===== src/rtl/tipi_nib_pkg.sv =====
// tipi_nib_pkg: shared target encodings, FSM states and byte geometry for the TIPI nibble receiver
package tipi_nib_pkg;
  localparam logic TGT_RD = 1'b0;
  localparam logic TGT_RC = 1'b1;
  localparam logic [1:0] NIBBLES_PER_BYTE = 2'd2;
  typedef enum logic [1:0] {IDLE, SHIFT, LATCH} state_e;
  function automatic logic [1:0] tgt_sel(input logic tgt);
    return (tgt == TGT_RC) ? 2'b10 : 2'b01;
  endfunction
endpackage


===== src/rtl/tipi_sync_edge.sv =====
// tipi_sync_edge: multi-flop synchroniser with a registered single-cycle rising-edge pulse
module tipi_sync_edge #(
  parameter int SYNC_STAGES = 2
) (
  input  logic clk,
  input  logic rst,
  input  logic i_d,
  output logic o_rise
);
  logic [SYNC_STAGES-1:0] r_sync;
  // shift the async level in and flag the 0->1 transition one stage ahead of the chain end
  always_ff @(posedge clk or posedge rst) begin
    if (rst) begin
      r_sync <= '0;
      o_rise <= 1'b0;
    end else begin
      r_sync <= {r_sync[SYNC_STAGES-2:0], i_d};
      o_rise <= r_sync[SYNC_STAGES-2] & ~r_sync[SYNC_STAGES-1];
    end
  end
endmodule


===== src/rtl/tipi_nib_rx_ctrl.sv =====
// tipi_nib_rx_ctrl: turns Pi nibble/latch strobes into single-cycle shift-register select and latch pulses
module tipi_nib_rx_ctrl
  import tipi_nib_pkg::*;
#(
  parameter int SYNC_STAGES = 2
) (
  input  logic       clk,
  input  logic       reset,
  input  logic       pi_clk,
  input  logic       pi_le,
  input  logic [1:0] pi_rs,
  input  logic [3:0] pi_din,
  input  logic       err_clr,
  output logic [3:0] sr_din,
  output logic [1:0] sr_sel,
  output logic       sr_le,
  output logic       byte_done,
  output logic       err_short,
  output logic       err_over,
  output logic       err_rs
);
  logic                        w_clk_rise, w_le_rise;
  logic [SYNC_STAGES-1:0][1:0] r_rs_sync;
  logic [SYNC_STAGES-1:0][3:0] r_din_sync;
  state_e                      r_state;
  logic [1:0]                  r_cnt;
  logic                        r_tgt, r_pend_clk, r_pend_le;
  logic [1:0]                  w_rs, w_cnt_nib;
  logic [3:0]                  w_din;
  logic                        w_rs_ok, w_clk_ev, w_le_ev, w_do_clk, w_do_le;

  tipi_sync_edge #(.SYNC_STAGES(SYNC_STAGES)) u_clk_edge (
    .clk(clk), .rst(reset), .i_d(pi_clk), .o_rise(w_clk_rise)
  );
  tipi_sync_edge #(.SYNC_STAGES(SYNC_STAGES)) u_le_edge (
    .clk(clk), .rst(reset), .i_d(pi_le), .o_rise(w_le_rise)
  );

  assign w_rs      = r_rs_sync[SYNC_STAGES-1];
  assign w_din     = r_din_sync[SYNC_STAGES-1];
  assign w_rs_ok   = ~w_rs[1];
  assign w_clk_ev  = w_clk_rise | r_pend_clk;
  assign w_le_ev   = w_le_rise | r_pend_le;
  assign w_do_clk  = (r_state == IDLE) & w_clk_ev;
  assign w_do_le   = w_le_ev & (((r_state == IDLE) & ~w_clk_ev) | (r_state == SHIFT));
  assign w_cnt_nib = (r_cnt == 2'd1 && w_rs[0] != r_tgt) ? 2'd1 :
                     (r_cnt == NIBBLES_PER_BYTE) ? r_cnt : r_cnt + 2'd1;

  // plain level synchronisers for the select and data buses
  always_ff @(posedge clk or posedge reset) begin
    if (reset) begin
      r_rs_sync  <= '0;
      r_din_sync <= '0;
    end else begin
      r_rs_sync  <= {r_rs_sync[SYNC_STAGES-2:0], pi_rs};
      r_din_sync <= {r_din_sync[SYNC_STAGES-2:0], pi_din};
    end
  end

  // sequencer: nibbles win over latches in IDLE, a latch may follow a shift directly, the rest waits in pending flags
  always_ff @(posedge clk or posedge reset) begin
    if (reset) begin
      r_state    <= IDLE;
      r_cnt      <= '0;
      r_tgt      <= TGT_RD;
      r_pend_clk <= 1'b0;
      r_pend_le  <= 1'b0;
      sr_din     <= '0;
      sr_sel     <= '0;
      sr_le      <= 1'b0;
      byte_done  <= 1'b0;
      err_short  <= 1'b0;
      err_over   <= 1'b0;
      err_rs     <= 1'b0;
    end else begin
      r_state    <= IDLE;
      sr_sel     <= '0;
      sr_le      <= 1'b0;
      byte_done  <= 1'b0;
      r_pend_clk <= w_clk_ev & ~w_do_clk;
      r_pend_le  <= w_le_ev & ~w_do_le;
      if (err_clr) begin
        err_short <= 1'b0;
        err_over  <= 1'b0;
        err_rs    <= 1'b0;
      end
      if (w_do_clk) begin
        if (!w_rs_ok) begin
          err_rs <= 1'b1;
        end else begin
          r_state <= SHIFT;
          sr_din  <= w_din;
          sr_sel  <= tgt_sel(w_rs[0]);
          r_tgt   <= w_rs[0];
          r_cnt   <= w_cnt_nib;
          if (r_cnt == NIBBLES_PER_BYTE) err_over <= 1'b1;
        end
      end
      if (w_do_le) begin
        if (!w_rs_ok) begin
          err_rs <= 1'b1;
        end else if (r_cnt == NIBBLES_PER_BYTE && w_rs[0] == r_tgt) begin
          r_state   <= LATCH;
          sr_sel    <= tgt_sel(r_tgt);
          sr_le     <= 1'b1;
          byte_done <= 1'b1;
          r_cnt     <= '0;
        end else begin
          r_cnt <= '0;
          if (r_cnt != NIBBLES_PER_BYTE) err_short <= 1'b1;
        end
      end
    end
  end
endmodule


===== config.mk =====
export PLATFORM = sky130hd
export DESIGN_NAME = tipi_nib_rx_ctrl
export DESIGN_NICKNAME = d
export VERILOG_FILES = /design/src/rtl/tipi_nib_pkg.sv /design/src/rtl/tipi_sync_edge.sv /design/src/rtl/tipi_nib_rx_ctrl.sv
export SDC_FILE = /design/constraint.sdc
export NUM_CORES = 1
export LEC_CHECK = 0
export CAP_MARGIN = 25
export CORE_MARGIN = 4
export CORE_UTILIZATION = 49
export CTS_BUF_LIST = sky130_fd_sc_hd__clkbuf_4 sky130_fd_sc_hd__clkbuf_8 sky130_fd_sc_hd__clkbuf_16
export DETAILED_ROUTE_END_ITERATION = 10
export PLACE_DENSITY = 0.83
export SYNTH_ARGS = -nofsm -noshare
export SYNTH_HDL_FRONTEND = slang
export SYNTH_SLANG_ARGS = --single-unit

===== constraint.sdc =====
create_clock -name clk -period 1.4 [get_ports clk]
set_input_delay 0.28 -clock clk [delete_from_list [all_inputs] [get_ports clk]]
set_output_delay 0.28 -clock clk [all_outputs]
set_load 0.005 [all_outputs]

Word-level counts from Yosys, hierarchy flattened --
Index checks and enable logic that the tools add are counted.
Cells by class: add/subtract/negate cells 1, eq/ne operators 6, multiplexer cells 35, bitwise gates (word level) 16, reductions and logical operators 4
Operators by type and width (count):
- $mux 2 | 16
- $mux 1 | 19
- $and 1x1->1 | 7
- $not 1->1 | 6
- $eq 2x1->1 const B | 2
- $or 1x1->1 | 3
- $add 2x1->2 const B | 1
- $eq 2x2->1 const B | 1
- $logic_and 1x1->1 | 2
- $logic_not 2->1 | 1
- $ne 2x2->1 const B | 1
- $reduce_and 2->1 | 1
- $eq 1x1->1 | 1
- $ne 1x1->1 | 1
Word-level totals: register bits 35, input port bits 11, output and inout bits 11

Depth between registers and ports, before layout --
Gate-level depths: netlist of run 1.
depth in word-level cells 7, gate-level depth with buffers 5, mapped depth without buffers 5

By module --
A second synthesis of run 1 with hierarchy kept.
Unflattened totals: cell total of the unflattened synthesis 77, area, all modules 1191.1 um^2
By module, submodules not included:
- tipi_nib_rx_ctrl | instances 1, cells each 67, area each 1006.0 um^2
- tipi_sync_edge | instances 2, cells each 5, area each 92.6 um^2

Least setup slack after synthesis of run 1 --
No wires, ideal clock.
kind reg-to-reg, from reg, netlist name byte_done, to reg sr_din[0], arrival time 1.068 ns, setup slack 0.207 ns, stages on the path, launching flop included 5, period minus slack after synthesis 1.193 ns, cells stage by stage dfrtp_1 nor2_2 nand2_4 inv_4 mux2_4
RTL lines:
- to (signal assigned) | line tipi_nib_rx_ctrl.sv:92 | sr_din <= w_din;
- to (decl) | line tipi_nib_rx_ctrl.sv:14 | output logic [3:0] sr_din,

==> results of run 1 <==
[sequential cells by signal (all words and copies together) (netlist names), named ones only]
register / flops
err_over: 1
r_pend_clk: 1
r_pend_le: 1
u_le_edge.o_rise: 1
byte_done: 1
u_clk_edge.o_rise: 1
r_rs_sync: 2
sr_din: 4
w_rs: 2
u_clk_edge.r_sync: 2
u_le_edge.r_sync: 2
w_din: 4
err_rs: 1
r_din_sync: 4
r_state: 1
err_short: 1
sr_sel: 2
r_tgt: 1
[final cells by class]
cell class	count	area (sq um)
Sequential cell	34	851
Fill cell	187	739
Multi-Input combinational cell	34	302
Timing Repair Buffer	24	231
Clock buffer	6	51.3
Tap cell	28	35.0
Inverter	8	32.5
Clock inverter	2	12.5
[layout by cell type (no fill, tap or decap)]
master and n:
sky130_fd_sc_hd__nor2_1 1, sky130_fd_sc_hd__a32o_1 2, sky130_fd_sc_hd__inv_4 1, sky130_fd_sc_hd__mux2_2 1, sky130_fd_sc_hd__a22o_2 1, sky130_fd_sc_hd__o21bai_1 1, sky130_fd_sc_hd__o2bb2ai_1 1, sky130_fd_sc_hd__inv_1 7
sky130_fd_sc_hd__nand2_4 1, sky130_fd_sc_hd__o21ai_0 3, sky130_fd_sc_hd__nor2b_1 2, sky130_fd_sc_hd__nor3_1 1, sky130_fd_sc_hd__o21ba_4 1, sky130_fd_sc_hd__mux2_4 4, sky130_fd_sc_hd__dfrtp_1 34, sky130_fd_sc_hd__dlygate4sd2_1 11
sky130_fd_sc_hd__clkbuf_4 5, sky130_fd_sc_hd__o32ai_1 1, sky130_fd_sc_hd__xor2_1 1, sky130_fd_sc_hd__ha_1 3, sky130_fd_sc_hd__a21oi_1 2, sky130_fd_sc_hd__nand2_1 3, sky130_fd_sc_hd__o22a_2 1, sky130_fd_sc_hd__buf_12 1
sky130_fd_sc_hd__and3_1 1, sky130_fd_sc_hd__and3b_1 1, sky130_fd_sc_hd__clkinv_2 1, sky130_fd_sc_hd__nor2_4 1, sky130_fd_sc_hd__buf_4 2, sky130_fd_sc_hd__clkbuf_8 1, sky130_fd_sc_hd__o31ai_1 1, sky130_fd_sc_hd__clkinvlp_4 1
sky130_fd_sc_hd__clkdlybuf4s50_1 10
[critical path, stage by stage (launching register included)]
cell                      delay, ps
sky130_fd_sc_hd__dfrtp_1        400
sky130_fd_sc_hd__buf_4          150
sky130_fd_sc_hd__nor2_4         140
sky130_fd_sc_hd__nand2_4         90
sky130_fd_sc_hd__inv_4          110
sky130_fd_sc_hd__mux2_4         310
[repair_timing]
item / CTS / global route
setup endpoints to repair: 11 / 4
gates resized for setup: 11 / 1
setup buffers: 2 / 0
[kinds of logic after synthesis]
logic type | Yosys count | share of synthesized area [%]
adder cells (fa/ha/maj) | 3 | 3.16
XOR/XNOR | 1 | 0.738
buffers and inverters | 9 | 3.37
flip-flops | 34 | 71.7
AO/OA/AOI/OAI | 14 | 9.59
AND/OR/NAND/NOR | 11 | 5.48
multiplexers | 5 | 6.01
[how the worst max path moves through the flow]
stage	end	slack, ps	cells past startpoint
after detailed placement	sr_din[3]	120	4
after global placement	sr_din[2]	170	4
final	sr_din[3]	90	5
after CTS	sr_din[3]	10	5
after global routing	err_short	10	3
after floorplan	sr_din[0]	210	4
[power breakdown]
group          internal (mW)  leakage, nW  switching (mW)
clock network          0.241       0.0343           0.314
logic                  0.187        0.293           0.151
registers               1.08        0.419          0.0648
total                   1.51        0.746           0.530
[per-layer routing]
layer | vias to the layer above | part of all wire (%) | global-route usage (%)
met5 | - | 0 | 0
met4 | 0 | 0.93 | 6.29
met3 | 2 | 6.3 | 5.20
met2 | 17 | 56 | 27.7
met1 | 349 | 37 | 15.0
li1 | 317 | - | -
==> results by group, run 1 <==
Outcome
  – Run status: finished, final reports clean

CTS
  – Maximum clock insertion buffer count: 2
  – Library cell used as clock root buffer: sky130_fd_sc_hd__clkbuf_4
  – Clock buffers created by TritonCTS: 5
  – Clock latency reported for the late side of the worst-skew pair: 330 ps
  – CTS tree: built
  – Clock slew at reported path FFs: 110 ps
  – Number of buffers added to fix hold violations after cts: 0
  – H-Tree Depth: 2
  – Sink Count: 34

Power and ir drop
  – Power per standard cell area: 1340 mW/mm^2
  – Worst-case vdd ir drop: 0.000920 V
  – Overall power: 2.04 mW
  – Static leakage: 0.746 nW

Synthesis
  – Syn Area/Cell: 15.4 sq um
  – Most frequent cell after synthesis: sky130_fd_sc_hd__dfrtp_1
  – Number of enable flip-flop cells after synthesis: 0
  – Cells after synthesis: 77
  – Top_reg_cell synth: sky130_fd_sc_hd__dfrtp_1
  – Share of flip-flops with an asynchronous set or reset: 100%
  – Net count after synthesis: 91
  – Area leader, netlist: sky130_fd_sc_hd__dfrtp_1
  – Cell area after synthesis: 0.00119 sq mm
  – Seq/Total Area, Yosys: 71.7%
  – Top cell type's share of synthesized area: 71.7%
  – Top cells by area in the synthesized netlist: sky130_fd_sc_hd__dfrtp_1 (72%), sky130_fd_sc_hd__mux2_4 (5.1%), sky130_fd_sc_hd__ha_1 (3.2%), sky130_fd_sc_hd__inv_1 (2.2%), sky130_fd_sc_hd__a32o_1 (1.7%)
  – Number of library cell types mapped by synthesis: 26
  – Flip-flop and latch count after synthesis: 34
  – Top post-synthesis cells by count: sky130_fd_sc_hd__dfrtp_1 (34), sky130_fd_sc_hd__inv_1 (7), sky130_fd_sc_hd__mux2_4 (4)
  – Yosys warns: 0

Routing
  – Routed wire length: 2050 microns
  – Vias per Instance: 5.04
  – DRC violations left: 0
  – Drt first-iter violations: 11
  – Number of iterations in the first detailed-routing pass: 4
  – Antenna Nets Post-Route: 0
  – Routed len/inst: 15.1 microns
  – Routed via count: 685

Floorplanning
  – Die boundary width: 57.2 microns
  – Floorplan row count: 17
  – Starting utilization of the core area: 52.7%
  – IO Pins: 22
  – Total Die Area: 0.00327 sq mm
  – Overall die height: 57.2 microns
  – Area of the placeable core: 0.00225 sq mm

Timing
  – Setup repair after global routing missed its margin: false
  – Period utilization: 93.4%
  – Clock period minus worst slack: 1310 ps
  – Setup violation total in the final timing report: 0
  – Summed negative setup slack over all endpoints: 0 ps
  – Setup skew after layout: 14.7 ps
  – Top achievable clock speed: 764 MHz
  – Slew at the pin closest to its max-slew limit: 329 ps
  – Worst hold slack: 283 ps
  – Post-layout worst setup margin: 91.9 ps
  – Final hold violation count: 0
  – Headroom to the max-slew limit: 77.9%
  – Final slew viol count: 0

Critical path
  – Critical Path AT: 1530 ps
  – Worst Setup Path Type: flip-flop to flip-flop
  – Critical path endpoint category: flip-flop
  – R2r setup slk: 90 ps
  – Type of origin of the critical path: flip-flop
  – CP Max Fanout: 7
  – R2R Path Start: byte_done
  – Setup crit start: byte_done
  – End of the worst register-to-register path: sr_din[3]
  – Required time at the endpoint of the critical path: 1620 ps
  – R2r worst-path depth: 5

Global routing
  – Number of global-route vias before repair: 784
  – Maximum number of pins on one net before global-route repair: 35
  – Initial antenna violation count: 0
  – GR Overflow Total: 0
  – Global router's overall resource usage: 15.0%
  – Global-route wire length before repair: 3620 microns

Layout
  – Number of antenna repair diodes: 0
  – Util after Layout: 67.2%
  – Nets: 121
  – Total non-filler cell area in the finished layout: 0.00152 sq mm
  – Layout overhead on the synthesized area: 27.6%
  – Fraction of layout instances using a drive strength above 1: 20.4%
  – Post-route insts no fill: 136

Place
  – DP Cell Count: 126
  – Final GP Congestion: 0.826
  – Worst setup timing slack at the placement stage: 119 ps
  – Port Buffer Count: 21
  – Detailed-placement wirelength estimate: 1510 microns
  – Post-DP Area: 0.00145 sq mm

Flow run
  – Max capacitance violation total: 0

Min path
  – Worst min-delay path category: primary input to asynchronous set/reset pin
Note: power is estimated with default switching activity, not from simulation.
==> run 2: changes to the inputs <==
CAP_MARGIN = default   (was 25)
SKIP_CTS_REPAIR_TIMING = 1   (was default)
==> results by group, run 2 (synthesized netlist as in run 1, its figures left out) <==
Outcome
  – Run status: finished, final reports clean

Floorplanning
  – Floorplan row count: 17
  – IO Pins: 22
  – Area of the placeable core: 0.00225 sq mm
  – Total Die Area: 0.00327 sq mm
  – Starting utilization of the core area: 52.7%
  – Die boundary width: 57.2 microns
  – Overall die height: 57.2 microns

Routing
  – Antenna Nets Post-Route: 0
  – DRC violations left: 0
  – Routed len/inst: 16.0 microns
  – Number of iterations in the first detailed-routing pass: 4
  – Drt first-iter violations: 7
  – Vias per Instance: 5.09
  – Routed wire length: 2260 microns
  – Routed via count: 718

Power and ir drop
  – Power per standard cell area: 1330 mW/mm^2
  – Overall power: 2.12 mW
  – Static leakage: 0.891 nW
  – Worst-case vdd ir drop: 0.000957 V

Place
  – Post-DP Area: 0.00145 sq mm
  – Detailed-placement wirelength estimate: 1510 microns
  – Port Buffer Count: 21
  – Final GP Congestion: 0.826

Timing
  – Summed negative setup slack over all endpoints: 0 ps
  – Setup violation total in the final timing report: 0
  – Top achievable clock speed: 760 MHz
  – Clock period minus worst slack: 1320 ps
  – Period utilization: 94.0%
  – Final hold violation count: 0
  – Setup repair after global routing missed its margin: false
  – Slew at the pin closest to its max-slew limit: 336 ps
  – Final slew viol count: 0
  – Headroom to the max-slew limit: 77.4%
  – Setup skew after layout: 15.0 ps

Critical path
  – End of the worst register-to-register path: sr_din[0]
  – Required time at the endpoint of the critical path: 1630 ps
  – Critical path endpoint category: flip-flop
  – CP Max Fanout: 7
  – R2r worst-path depth: 5
  – R2R Path Start: byte_done
  – Type of origin of the critical path: flip-flop
  – Critical Path AT: 1550 ps
  – R2r setup slk: 80 ps
  – Worst Setup Path Type: flip-flop to flip-flop

CTS
  – Sink Count: 34
  – CTS tree: built
  – Clock buffers created by TritonCTS: 5
  – H-Tree Depth: 2
  – Maximum clock insertion buffer count: 2
  – Clock latency reported for the late side of the worst-skew pair: 330 ps
  – Library cell used as clock root buffer: sky130_fd_sc_hd__clkbuf_4
  – Clock slew at reported path FFs: 110 ps

Layout
  – Highest-count cells in the layout ignoring fill and taps: sky130_fd_sc_hd__dfrtp_1 (34), sky130_fd_sc_hd__dlymetal6s2s_1 (11), sky130_fd_sc_hd__clkdlybuf4s50_1 (10)
  – Number of antenna repair diodes: 0
  – Layout overhead on the synthesized area: 34.2%
  – Number of filler instances in the final layout: 163
  – Leading cell type in the layout, fill and taps excluded: sky130_fd_sc_hd__dfrtp_1
  – Fraction of layout instances using a drive strength above 1: 23.9%
  – Total non-filler cell area in the finished layout: 0.00159 sq mm
  – Nets: 126

Global routing
  – Global router's overall resource usage: 14.9%
  – Global-route wire length before repair: 3590 microns
  – Maximum number of pins on one net before global-route repair: 35
  – Initial antenna violation count: 0
  – GR Overflow Total: 0
  – Number of global-route vias before repair: 777

Flow run
  – Max capacitance violation total: 0

Min path
  – Worst min-delay path category: primary input to asynchronous set/reset pin
## run 2: cell count changes in the layout (fill, tap and decap cells not counted)
| cell | before | now |
|---|---|---|
| sky130_fd_sc_hd__buf_4 | 2 | 7 |
| sky130_fd_sc_hd__dlygate4sd2_1 | 11 | 0 |
| sky130_fd_sc_hd__dlymetal6s2s_1 | 0 | 11 |
## run 2: worst max path at each step
stage | from | endpoint | slack (ps) | depth (start not counted)
after floorplan | byte_done | sr_din[0] | 210 | 4
after global placement | byte_done | sr_din[2] | 170 | 4
after detailed placement | byte_done | sr_din[3] | 120 | 4
after CTS | byte_done | byte_done | -200 | 1
after global routing | byte_done | sr_din[0] | 30 | 5
final | byte_done | sr_din[0] | 80 | 5
## run 2: per-stage QoR
| step | setup slack, ps | utilization, % | hold slack, ps | cells |
|---|---|---|---|---|
| finish | 83.4 | 70.7 | 282 | 141 |
| floorplan | 207 | - | 311 | 77 |
| global placement | 166 | 64.1 | 332 | 126 |
| global route | 30.8 | 70.7 | 328 | 141 |
| detailed placement | 119 | 64.1 | 337 | 126 |
| CTS | -203 | 66.9 | 279 | 134 |
## run 2: critical path, stage by stage (launching register included)
cell and delay [ps]:
sky130_fd_sc_hd__dfrtp_1 400, sky130_fd_sc_hd__buf_4 160, sky130_fd_sc_hd__nor2_4 140, sky130_fd_sc_hd__nand2_4 90, sky130_fd_sc_hd__inv_4 120, sky130_fd_sc_hd__mux2_4 310
## run 2: final cells by class
class | count | area (sq um) | area share (%)
multi-input cells | 34 | 302 | 18.9
repair buffers | 29 | 310 | 19.5
flip-flops and latches | 34 | 851 | 53.4
clock inverters | 2 | 12.5 | 0.785
inverters | 8 | 32.5 | 2.04
well taps | 28 | 35.0 | 2.20
clock buffers | 6 | 51.3 | 3.22
## run 2: report_power, final
group	internal [mW]	switching [mW]	total, mW
sequential	1.08	0.0686	1.15
clock	0.241	0.325	0.566
combinational	0.243	0.165	0.408
total	1.56	0.558	2.12
## run 2: metal layers
| layer | share of wire (%) | GRT usage, % | vias to the layer above |
|---|---|---|---|
| met5 | 0 | 0 | - |
| met4 | 1.4 | 6.29 | 0 |
| met3 | 6.0 | 5.20 | 5 |
| met2 | 56 | 27.4 | 24 |
| met1 | 37 | 15.0 | 362 |
| li1 | - | - | 327 |
==> run 3: changes to the inputs <==
CAP_MARGIN = 20   (was default)
CTS_CLUSTER_SIZE = 14   (was default)
==> results of run 3 <==
The final DEF is identical to that of run 2; final timing and power are the same.
